==> src/rtl/inversemapping_table_manager_pkg.sv <==
// inversemapping_table_manager_pkg: shared widths, entry field offsets and table-manager FSM states.
package inversemapping_table_manager_pkg;
    localparam int TABLE_DEPTH = 256;
    localparam int ENTRY_W     = 62;
    localparam int ADDR_W      = 8;
    localparam int FLOWID_LSB  = 48;
    localparam int FLOWID_W    = 14;
    localparam int DMAC_LSB    = 0;
    localparam int DMAC_W      = 48;

    typedef enum logic [2:0] {
        IDLE, CFG_WR, CFG_RD, RD_WAIT1, RD_WAIT2, CLEAR
    } state_t;
endpackage

==> src/rtl/inversemapping_table_manager_if.sv <==
// inversemapping_table_manager_if: configuration register bus of the regroup table.
interface inversemapping_table_manager_if;
    import inversemapping_table_manager_pkg::*;
    logic               i_cfg_wr;
    logic               i_cfg_rd;
    logic [ADDR_W-1:0]  iv_cfg_addr;
    logic [ENTRY_W-1:0] iv_cfg_wdata;
    logic               o_cfg_ack;
    logic [ENTRY_W-1:0] ov_cfg_rdata;
    logic               o_cfg_rdata_valid;
    logic               o_cfg_busy;

    modport master (
        output i_cfg_wr, i_cfg_rd, iv_cfg_addr, iv_cfg_wdata,
        input  o_cfg_ack, ov_cfg_rdata, o_cfg_rdata_valid, o_cfg_busy
    );
    modport slave (
        input  i_cfg_wr, i_cfg_rd, iv_cfg_addr, iv_cfg_wdata,
        output o_cfg_ack, ov_cfg_rdata, o_cfg_rdata_valid, o_cfg_busy
    );
endinterface

==> src/rtl/inversemapping_table_manager.sv <==
// inversemapping_table_manager: shares the regroup-table RAM port between lookup, config access and bulk clear.
module inversemapping_table_manager
    import inversemapping_table_manager_pkg::*;
(
    input  logic                 i_clk,
    input  logic                 i_rst_n,
    input  logic                 i_lookup_rd,
    input  logic [ADDR_W-1:0]    iv_lookup_raddr,
    output logic [ENTRY_W-1:0]   ov_lookup_rdata,
    inversemapping_table_manager_if.slave cfg,
    input  logic                 i_table_clear,
    output logic                 o_clear_done,
    output logic                 o_table_busy,
    output logic                 o_ram_rd,
    output logic                 o_ram_wr,
    output logic [ADDR_W-1:0]    ov_ram_addr,
    output logic [ENTRY_W-1:0]   ov_ram_wdata,
    input  logic [ENTRY_W-1:0]   iv_ram_rdata
);
    state_t             state, state_nx;
    logic [ADDR_W:0]    clr_cnt;
    logic [ADDR_W-1:0]  req_addr;
    logic [ENTRY_W-1:0] req_data;
    logic               clr_last;

    assign clr_last               = clr_cnt == (ADDR_W+1)'(TABLE_DEPTH-1);
    assign ov_lookup_rdata        = iv_ram_rdata;
    assign cfg.o_cfg_busy         = state != IDLE;
    assign cfg.o_cfg_rdata_valid  = state == RD_WAIT2;
    assign o_table_busy           = state == CLEAR;

    always_ff @(posedge i_clk or negedge i_rst_n) begin
        if (!i_rst_n) begin
            state            <= IDLE;
            clr_cnt          <= '0;
            req_addr         <= '0;
            req_data         <= '0;
            cfg.ov_cfg_rdata <= '0;
        end else begin
            state <= state_nx;
            // request fields are sampled every idle cycle; only the accepting cycle's copy is ever used
            if (state == IDLE) begin
                req_addr <= cfg.iv_cfg_addr;
                req_data <= cfg.iv_cfg_wdata;
                clr_cnt  <= '0;
            end else if (state == CLEAR && !i_lookup_rd) begin
                clr_cnt <= clr_cnt + 1'b1;
            end
            if (state == RD_WAIT2) cfg.ov_cfg_rdata <= iv_ram_rdata;
        end
    end

    always_comb begin
        state_nx      = state;
        o_ram_rd      = i_lookup_rd;
        o_ram_wr      = 1'b0;
        ov_ram_addr   = i_lookup_rd ? iv_lookup_raddr : '0;
        ov_ram_wdata  = '0;
        cfg.o_cfg_ack = 1'b0;
        o_clear_done  = 1'b0;
        case (state)
            IDLE:     state_nx = i_table_clear ? CLEAR : cfg.i_cfg_wr ? CFG_WR : cfg.i_cfg_rd ? CFG_RD : IDLE;
            CFG_WR: if (!i_lookup_rd) begin
                o_ram_wr      = 1'b1;
                ov_ram_addr   = req_addr;
                ov_ram_wdata  = req_data;
                cfg.o_cfg_ack = 1'b1;
                state_nx      = IDLE;
            end
            CFG_RD: if (!i_lookup_rd) begin
                o_ram_rd      = 1'b1;
                ov_ram_addr   = req_addr;
                cfg.o_cfg_ack = 1'b1;
                state_nx      = RD_WAIT1;
            end
            RD_WAIT1: state_nx = RD_WAIT2;
            RD_WAIT2: state_nx = IDLE;
            CLEAR: if (!i_lookup_rd) begin
                o_ram_wr     = 1'b1;
                ov_ram_addr  = clr_cnt[ADDR_W-1:0];
                o_clear_done = clr_last;
                state_nx     = clr_last ? IDLE : CLEAR;
            end
            default:  state_nx = IDLE;
        endcase
    end
endmodule

==> src/flat_wrapper.sv <==
// flat-port wrapper written by rule: the top's interface ports become plain ports
module inversemapping_table_manager_flat import inversemapping_table_manager_pkg::*;
  (i_clk, i_rst_n, i_lookup_rd, iv_lookup_raddr, ov_lookup_rdata, i_table_clear, o_clear_done, o_table_busy, o_ram_rd, o_ram_wr, ov_ram_addr, ov_ram_wdata, iv_ram_rdata, cfg_i_cfg_wr, cfg_i_cfg_rd, cfg_iv_cfg_addr, cfg_iv_cfg_wdata, cfg_o_cfg_ack, cfg_ov_cfg_rdata, cfg_o_cfg_rdata_valid, cfg_o_cfg_busy);
  inversemapping_table_manager_if cfg_i ();
  input  logic i_clk;
  input  logic i_rst_n;
  input  logic i_lookup_rd;
  input  logic [ADDR_W-1:0] iv_lookup_raddr;
  output logic [ENTRY_W-1:0] ov_lookup_rdata;
  input  logic i_table_clear;
  output logic o_clear_done;
  output logic o_table_busy;
  output logic o_ram_rd;
  output logic o_ram_wr;
  output logic [ADDR_W-1:0] ov_ram_addr;
  output logic [ENTRY_W-1:0] ov_ram_wdata;
  input  logic [ENTRY_W-1:0] iv_ram_rdata;
  input wire logic [$bits(cfg_i.i_cfg_wr)-1:0] cfg_i_cfg_wr;
  input wire logic [$bits(cfg_i.i_cfg_rd)-1:0] cfg_i_cfg_rd;
  input wire logic [$bits(cfg_i.iv_cfg_addr)-1:0] cfg_iv_cfg_addr;
  input wire logic [$bits(cfg_i.iv_cfg_wdata)-1:0] cfg_iv_cfg_wdata;
  output wire logic [$bits(cfg_i.o_cfg_ack)-1:0] cfg_o_cfg_ack;
  output wire logic [$bits(cfg_i.ov_cfg_rdata)-1:0] cfg_ov_cfg_rdata;
  output wire logic [$bits(cfg_i.o_cfg_rdata_valid)-1:0] cfg_o_cfg_rdata_valid;
  output wire logic [$bits(cfg_i.o_cfg_busy)-1:0] cfg_o_cfg_busy;
  assign cfg_i.i_cfg_wr = cfg_i_cfg_wr;
  assign cfg_i.i_cfg_rd = cfg_i_cfg_rd;
  assign cfg_i.iv_cfg_addr = cfg_iv_cfg_addr;
  assign cfg_i.iv_cfg_wdata = cfg_iv_cfg_wdata;
  assign cfg_o_cfg_ack = cfg_i.o_cfg_ack;
  assign cfg_ov_cfg_rdata = cfg_i.ov_cfg_rdata;
  assign cfg_o_cfg_rdata_valid = cfg_i.o_cfg_rdata_valid;
  assign cfg_o_cfg_busy = cfg_i.o_cfg_busy;
  inversemapping_table_manager u_core (.i_clk(i_clk), .i_rst_n(i_rst_n), .i_lookup_rd(i_lookup_rd), .iv_lookup_raddr(iv_lookup_raddr), .ov_lookup_rdata(ov_lookup_rdata), .cfg(cfg_i), .i_table_clear(i_table_clear), .o_clear_done(o_clear_done), .o_table_busy(o_table_busy), .o_ram_rd(o_ram_rd), .o_ram_wr(o_ram_wr), .ov_ram_addr(ov_ram_addr), .ov_ram_wdata(ov_ram_wdata), .iv_ram_rdata(iv_ram_rdata));
endmodule
==> config.mk <==
export PLATFORM = sky130hd
export DESIGN_NAME = inversemapping_table_manager_flat
export DESIGN_NICKNAME = d
export VERILOG_FILES = /design/src/rtl/inversemapping_table_manager_pkg.sv /design/src/rtl/inversemapping_table_manager_if.sv /design/src/rtl/inversemapping_table_manager.sv /design/src/flat_wrapper.sv
export SDC_FILE = /design/constraint.sdc
export NUM_CORES = 1
export LEC_CHECK = 0
export ABC_AREA = 0
export CAP_MARGIN = 20
export CORE_MARGIN = 8
export CORE_UTILIZATION = 37
export CTS_BUF_LIST = sky130_fd_sc_hd__clkbuf_4
export DETAILED_ROUTE_END_ITERATION = 16
export HOLD_SLACK_MARGIN = 0.1
export PLACE_DENSITY = 0.91
export SLEW_MARGIN = 20
export SYNTH_ARGS = -nofsm -noshare
export SYNTH_HDL_FRONTEND = slang
export SYNTH_SLANG_ARGS = --single-unit
==> constraint.sdc <==
create_clock -name i_clk -period 1.87 [get_ports i_clk]
set_clock_uncertainty 0.2 [all_clocks]
set_input_delay 0.4675 -clock i_clk [delete_from_list [all_inputs] [get_ports i_clk]]
set_output_delay 0.4675 -clock i_clk [all_outputs]
set_load 0.02 [all_outputs]
---- Yosys cells after proc, flatten, opt, wreduce, memory -nomap -nowiden ----
Cells that the tools add are included.
storage, ports and cells
  bits in registers ....................... 144
  latch bits .............................. 0
  memory bits (writable) .................. 0
  bits in read-only memories .............. 0
  bits of input ports ..................... 146
  output and inout bits ................... 201
  memories ................................ 0
operators by class
  add/sub/neg operators ................... 1
  multiply operators ...................... 0
  divide/modulo/power cells ............... 0
  magnitude comparators ................... 0
  equality and inequality tests ........... 9
  shifts and indexed selects .............. 0
  muxes and demuxes ....................... 22
  bitwise gates (word level) .............. 0
  reductions and logical operators ........ 8
operators with widths
  kind                                                                   number
  62-bit two-way mux                                                     2
  8-bit two-way mux                                                      3
  3-bit two-way mux                                                      6
  9-bit two-way mux                                                      2
  8-bit case mux with 2 select lines                                     1
  3-bit case mux with 5 select lines                                     1
  9-bit by 1-bit adder with 9-bit output, second input constant          1
  9-bit by 8-bit equality test with 1-bit output, second input constant  1
  3-bit by 2-bit equality test with 1-bit output, second input constant  2
  3-bit equality test, second input constant                             2
  1-bit two-way mux                                                      6
  2-bit != test, second input constant                                   3
  2-bit OR reduction                                                     2
  3-bit by 1-bit equality test with 1-bit output, second input constant  1
  3-bit zero test                                                        1
  3-bit AND reduction                                                    1
  3-bit nonzero test                                                     1
  2-bit two-way mux                                                      1
  2-bit nonzero test                                                     1
  1-bit logical AND                                                      1
  1-bit zero test                                                        1

---- Logic depth before layout (Yosys ltp) ----
  depth after elaboration ................. 4
  gate-level depth with buffers ........... 7
  gate-level depth less buffers ........... 7

---- Worst setup path before layout ----
OpenSTA, ideal clock, no wires.
  path type ............................... register to output
  start ................................... register u_core.state[1]
  end ..................................... output ov_ram_wdata[10]
  arrival ................................. 1.411 ns
  required time ........................... 1.202 ns
  path slack .............................. -0.209 ns
  stages on the path, launching flop included .. 6
  path buffers ............................ 2
  cell sequence ........................... dfrtp_1 -> buf_2 -> nand2b_1 -> nor3_2 -> clkbuf_1 -> and2_1
between the ends
  cells in the longest elaborated chain, start to end .. 2
ends and longest elaborated chain
  item                                            line                                RTL
  start: declaration                              inversemapping_table_manager.sv:20  state_t state, state_nx;
  start signal: assignment                        inversemapping_table_manager.sv:40  state <= state_nx;
  3-bit by 1-bit equality test with 1-bit output  inversemapping_table_manager.sv:61  case (state)
  62-bit two-way mux                              inversemapping_table_manager.sv:61
  end: declaration                                flat_wrapper.sv:16                  output logic [ENTRY_W-1:0] ov_ram_wdata;
Every way passes these cells.

---- Worst setup path in the final report ----
  start ................................... register u_core.state[1]
  end ..................................... output ov_ram_wdata[14]
The elaborated chain is that of the path after synthesis.

==> run_results.csv <==
group,metric,value,unit
run_status,outcome,"finished, violations left",
run_status,violations,"setup timing",
grt,met1_usage,23.1,%
pwr,swShare,40.8,%
clock_tree,root_buffer,"sky130_fd_sc_hd__clkbuf_4",
clock_tree,cts.clk_slew.worst_paths,0.13,ns
detailed_routing,route.vias.total,6417,
timing,final_max_tran_viols,0,
grt,grt_antenna_before_repair,0,
detailed_routing,avgViaCountPerCell,4.93,
worst_setup_path,path_delay_family,"simple AND/OR/NAND/NOR gates",
timing,grt_setup_unrepaired,"true",
synth,ys.warnings.count,0,
grt,grt_util_met3,6.89,%
clock_tree,insertion_delay,0.52,ns
floorplan,chipHeight,150,µm
worst_setup_path,critPathRequiredTime,1.20,ns
final_layout,drive_gt1_share,51.2,%
synth,netlist.top_cell.by_area,"sky130_fd_sc_hd__dfrtp_1",
floorplan,floorplan.io_pins,347,
synth,post_synth_inst_count,664,
worst_setup_path,critPathLaunchType,"flip-flop",
grt,gr-max-usage-layer,"met2",
detailed_routing,antenna_left,0,
grt,grt_pass1_vias,6358,
pwr,register_share_of_total_power,29.9,%
pwr,p_comb_share,58.9,%
timing,setup-tns-final,-105.98,ns
worst_setup_path,timing.critical_path.slowest_stage_cell,"sky130_fd_sc_hd__dfrtp_1",
synth,mappedNetlistNets,812,
synth,synth_enable_flop_cells,0,
detailed_routing,route.detailed.drc,0,
timing,timing.slew.headroom,76.3,%
placement,detailedPlacementHpwl,18.4,mm
detailed_routing,initial_drc_count,242,
clock_tree,clock_tree.buffer_depth,2,
min_path,hold_path.class,"in2async",
placement,numPortBuffers,346,
final_layout,antenna_cells,0,
grt,grt_max_degree,46,
synth,synthArstFlopShare,100,%
clock_tree,htree_num_levels,4,
worst_setup_path,worstSetupPathType,"reg2out",
pwr,power_frac_clock,11.2,%
synth,yosys-top-cells-area,"sky130_fd_sc_hd__dfrtp_1, sky130_fd_sc_hd__nand2_1, sky130_fd_sc_hd__mux2_2",
worst_setup_path,cp_common_cell,"sky130_fd_sc_hd__buf_4",
worst_setup_path,cp_slowest_stage_delay,0.43,ns
timing,period_minus_slack,2.64,ns
grt,grt.met2_usage,37.6,%
grt,grt_pass1_wl,36.4,mm
worst_setup_path,worst-path-buf-inv,3,
timing,transition_at_the_pin_with_the_smallest_max_transition_slack,0.356,ns
synth,post-synth-top-area-fraction,54.2,%
synth,post_synth_num_cell_types,35,
clock_tree,cts_inserted_buffers,17,
synth,yosys_most_used_dff,"sky130_fd_sc_hd__dfrtp_1",
timing,timing.final.setup_violations,220,
timing,final_hold_viol_count,0,
worst_setup_path,cp_max_fo,15,
floorplan,die_x,150,µm
detailed_routing,drt_wl_cell,22.1,µm
detailed_routing,drt_wl_total,28.7,mm
timing,layout_setup_ws,-0.775,ns
pwr,peak_ir_drop_on_the_vdd_network,880,µV
detailed_routing,drt-pass1-iter-count,5,
floorplan,floorplan.rows,49,
timing,timing.final.crit_share,141,%
worst_setup_path,critical_path.cell_chain,"nand2b_4, nor3_4, buf_4, clkbuf_16, and2_2, buf_4",
synth,postSynthAreaPerCell,10.0,µm²
clock_tree,cts_sinks,144,
floorplan,die-area,22500,µm²
pwr,cellInternalPower,11.1,mW
pwr,power_leakage,5.72,nW
placement,gp_routability_congestion,0.820,
pwr,power.density_cell_area,1610,nW/µm²
clock_tree,cts_tree,"built",
synth,synth_seq_cells,144,
pwr,netSwitchingPower,7.63,mW
final_layout,layout-area-overhead-vs-synth,74.0,%
floorplan,initial_core_util,37.4,%
synth,seq_area_frac_synth,54.2,%
floorplan,design.core.area,17800,µm²
synth,cell_area_after_synthesis,6650,µm²
flow_run,max-cap-violations,0,
final_layout,count_of_nets_after_finishing,1209,
final_layout,post_layout_utilization_of_the_core,65.1,%
grt,globalRouteOverflowTotal,0,
worst_setup_path,endpoint_kind,"output port",
worst_setup_path,cp_data_arrival_time,1.98,ns
timing,timing.fmax,0.378,GHz
grt,global_route_usage_over_all_layers,21.0,%
power groups by stage:
| stage | Clock [mW] | Sequential (mW) | Combinational (mW) |
|---|---|---|---|
| 6_report | 2.09 | 5.59 | 11.0 |
| 5_1_grt | 2.28 | 5.73 | 11.6 |
| 4_1_cts | 2.15 | 5.43 | 8.74 |
| 3_5_place_dp | 0 | 5.48 | 8.41 |
| 3_3_place_gp | 0 | 5.40 | 8.14 |
| 2_1_floorplan | 0 | 6.12 | 3.80 |
cells in the mapped netlist (3+ instances only):
library cell and count:
sky130_fd_sc_hd__a21oi_1 5, sky130_fd_sc_hd__a32oi_1 8, sky130_fd_sc_hd__and2_1 64, sky130_fd_sc_hd__buf_2 18
sky130_fd_sc_hd__buf_4 67, sky130_fd_sc_hd__clkbuf_1 12, sky130_fd_sc_hd__dfrtp_1 144, sky130_fd_sc_hd__inv_1 4
sky130_fd_sc_hd__mux2_2 62, sky130_fd_sc_hd__nand2_1 232, sky130_fd_sc_hd__nand3_1 3, sky130_fd_sc_hd__nand4_1 3
sky130_fd_sc_hd__nor2_1 7, sky130_fd_sc_hd__nor3_1 3, sky130_fd_sc_hd__o21ai_0 5
worst paths after layout:
check,startpoint,endpoint,slack (ns),cells after the start
max,u_core.state[1],ov_ram_wdata[14],-0.77,6
min,i_rst_n,u_core.cfg.ov_cfg_rdata[19],0.19,2
max reg2reg,u_core.state[0],u_core.req_data[55],-0.57,14
min reg2reg,u_core.req_data[11],u_core.req_data[11],0.28,2
max in group asynchronous,i_rst_n,u_core.cfg.ov_cfg_rdata[28],0.72,3
min in group i_clk,cfg_iv_cfg_wdata[36],u_core.req_data[36],0.26,3
per-layer routing:
metal / up-vias / share of wire, %
li1: 2868 / -
met1: 3165 / 36
met2: 336 / 53
met3: 48 / 8.1
met4: 0 / 2.7
met5: - / 0
kinds of logic (layout without fill, tap and decap cells):
group,Yosys count,in the layout,share of synthesized area (%)
xor+xnor,1,1,0.132
buf+inv,102,511,9.99
fa+ha+maj,2,2,0.376
mux,64,64,10.8
simple gates,325,325,21.8
compound gates,26,26,2.73
flops,144,144,54.2
area by class of cell:
cell class                 instances  area, µm²
clock buffer                      19        143
sequential                       144       3600
multi-input combinational        418       2800
timing repair buffer             476       4570
tap                              229        287
clock inverter                    12        144
fill                            1348       6210
inverter                           4       15.0
layout by cell type (no fill, tap or decap), drive strengths merged, types with 2 or more instances in the layout:
cell,count
dfrtp,144
inv,4
bufinv,3
a32oi,8
o31ai,2
nor3,4
mux2,62
or3,2
o21ai,5
clkinv,9
or4,2
a21oi,5
and2,64
nor2,7
dlymetal6s2s,4
and3,2
clkbuf,94
nand2,232
clkdlybuf4s15,2
ha,2
mux2i,2
nand4,3
buf,249
nand3,3
nor2b,2
clkdlybuf4s50,144
through the flow:
stage          area [µm²]  std cells  power [mW]  hold slack, ns  setup WS, ns
2_1_floorplan        6770        664        9.91         -0.0281       -0.0931
3_3_place_gp        10400       1203        13.5           0.186         -1.06
3_5_place_dp        10400       1203        13.9           0.186         -1.10
4_1_cts             10700       1246        16.3           0.136        -0.850
5_1_grt             11600       1302        19.6           0.134        -0.901
6_report            11600       1302        18.7           0.191        -0.775
sequential cells by signal, summed over array words and instances (netlist names):
| register | flops |
|---|---|
| u_core.cfg.ov_cfg_rdata | 62 |
| u_core.clr_cnt | 9 |
| u_core.req_addr | 8 |
| u_core.req_data | 62 |
| u_core.state | 3 |
repair_timing:
action / in CTS / in global routing
setup buffers: 8 / 41
gates cloned: 3 / 20
gates resized for setup: 638 / 296
pin swaps: 13 / 46
endpoints found under the hold margin: 144 / 0
endpoints found under the setup margin: 331 / 291
hold buffers: 1 / 0
(Power assumes the default switching activity.)
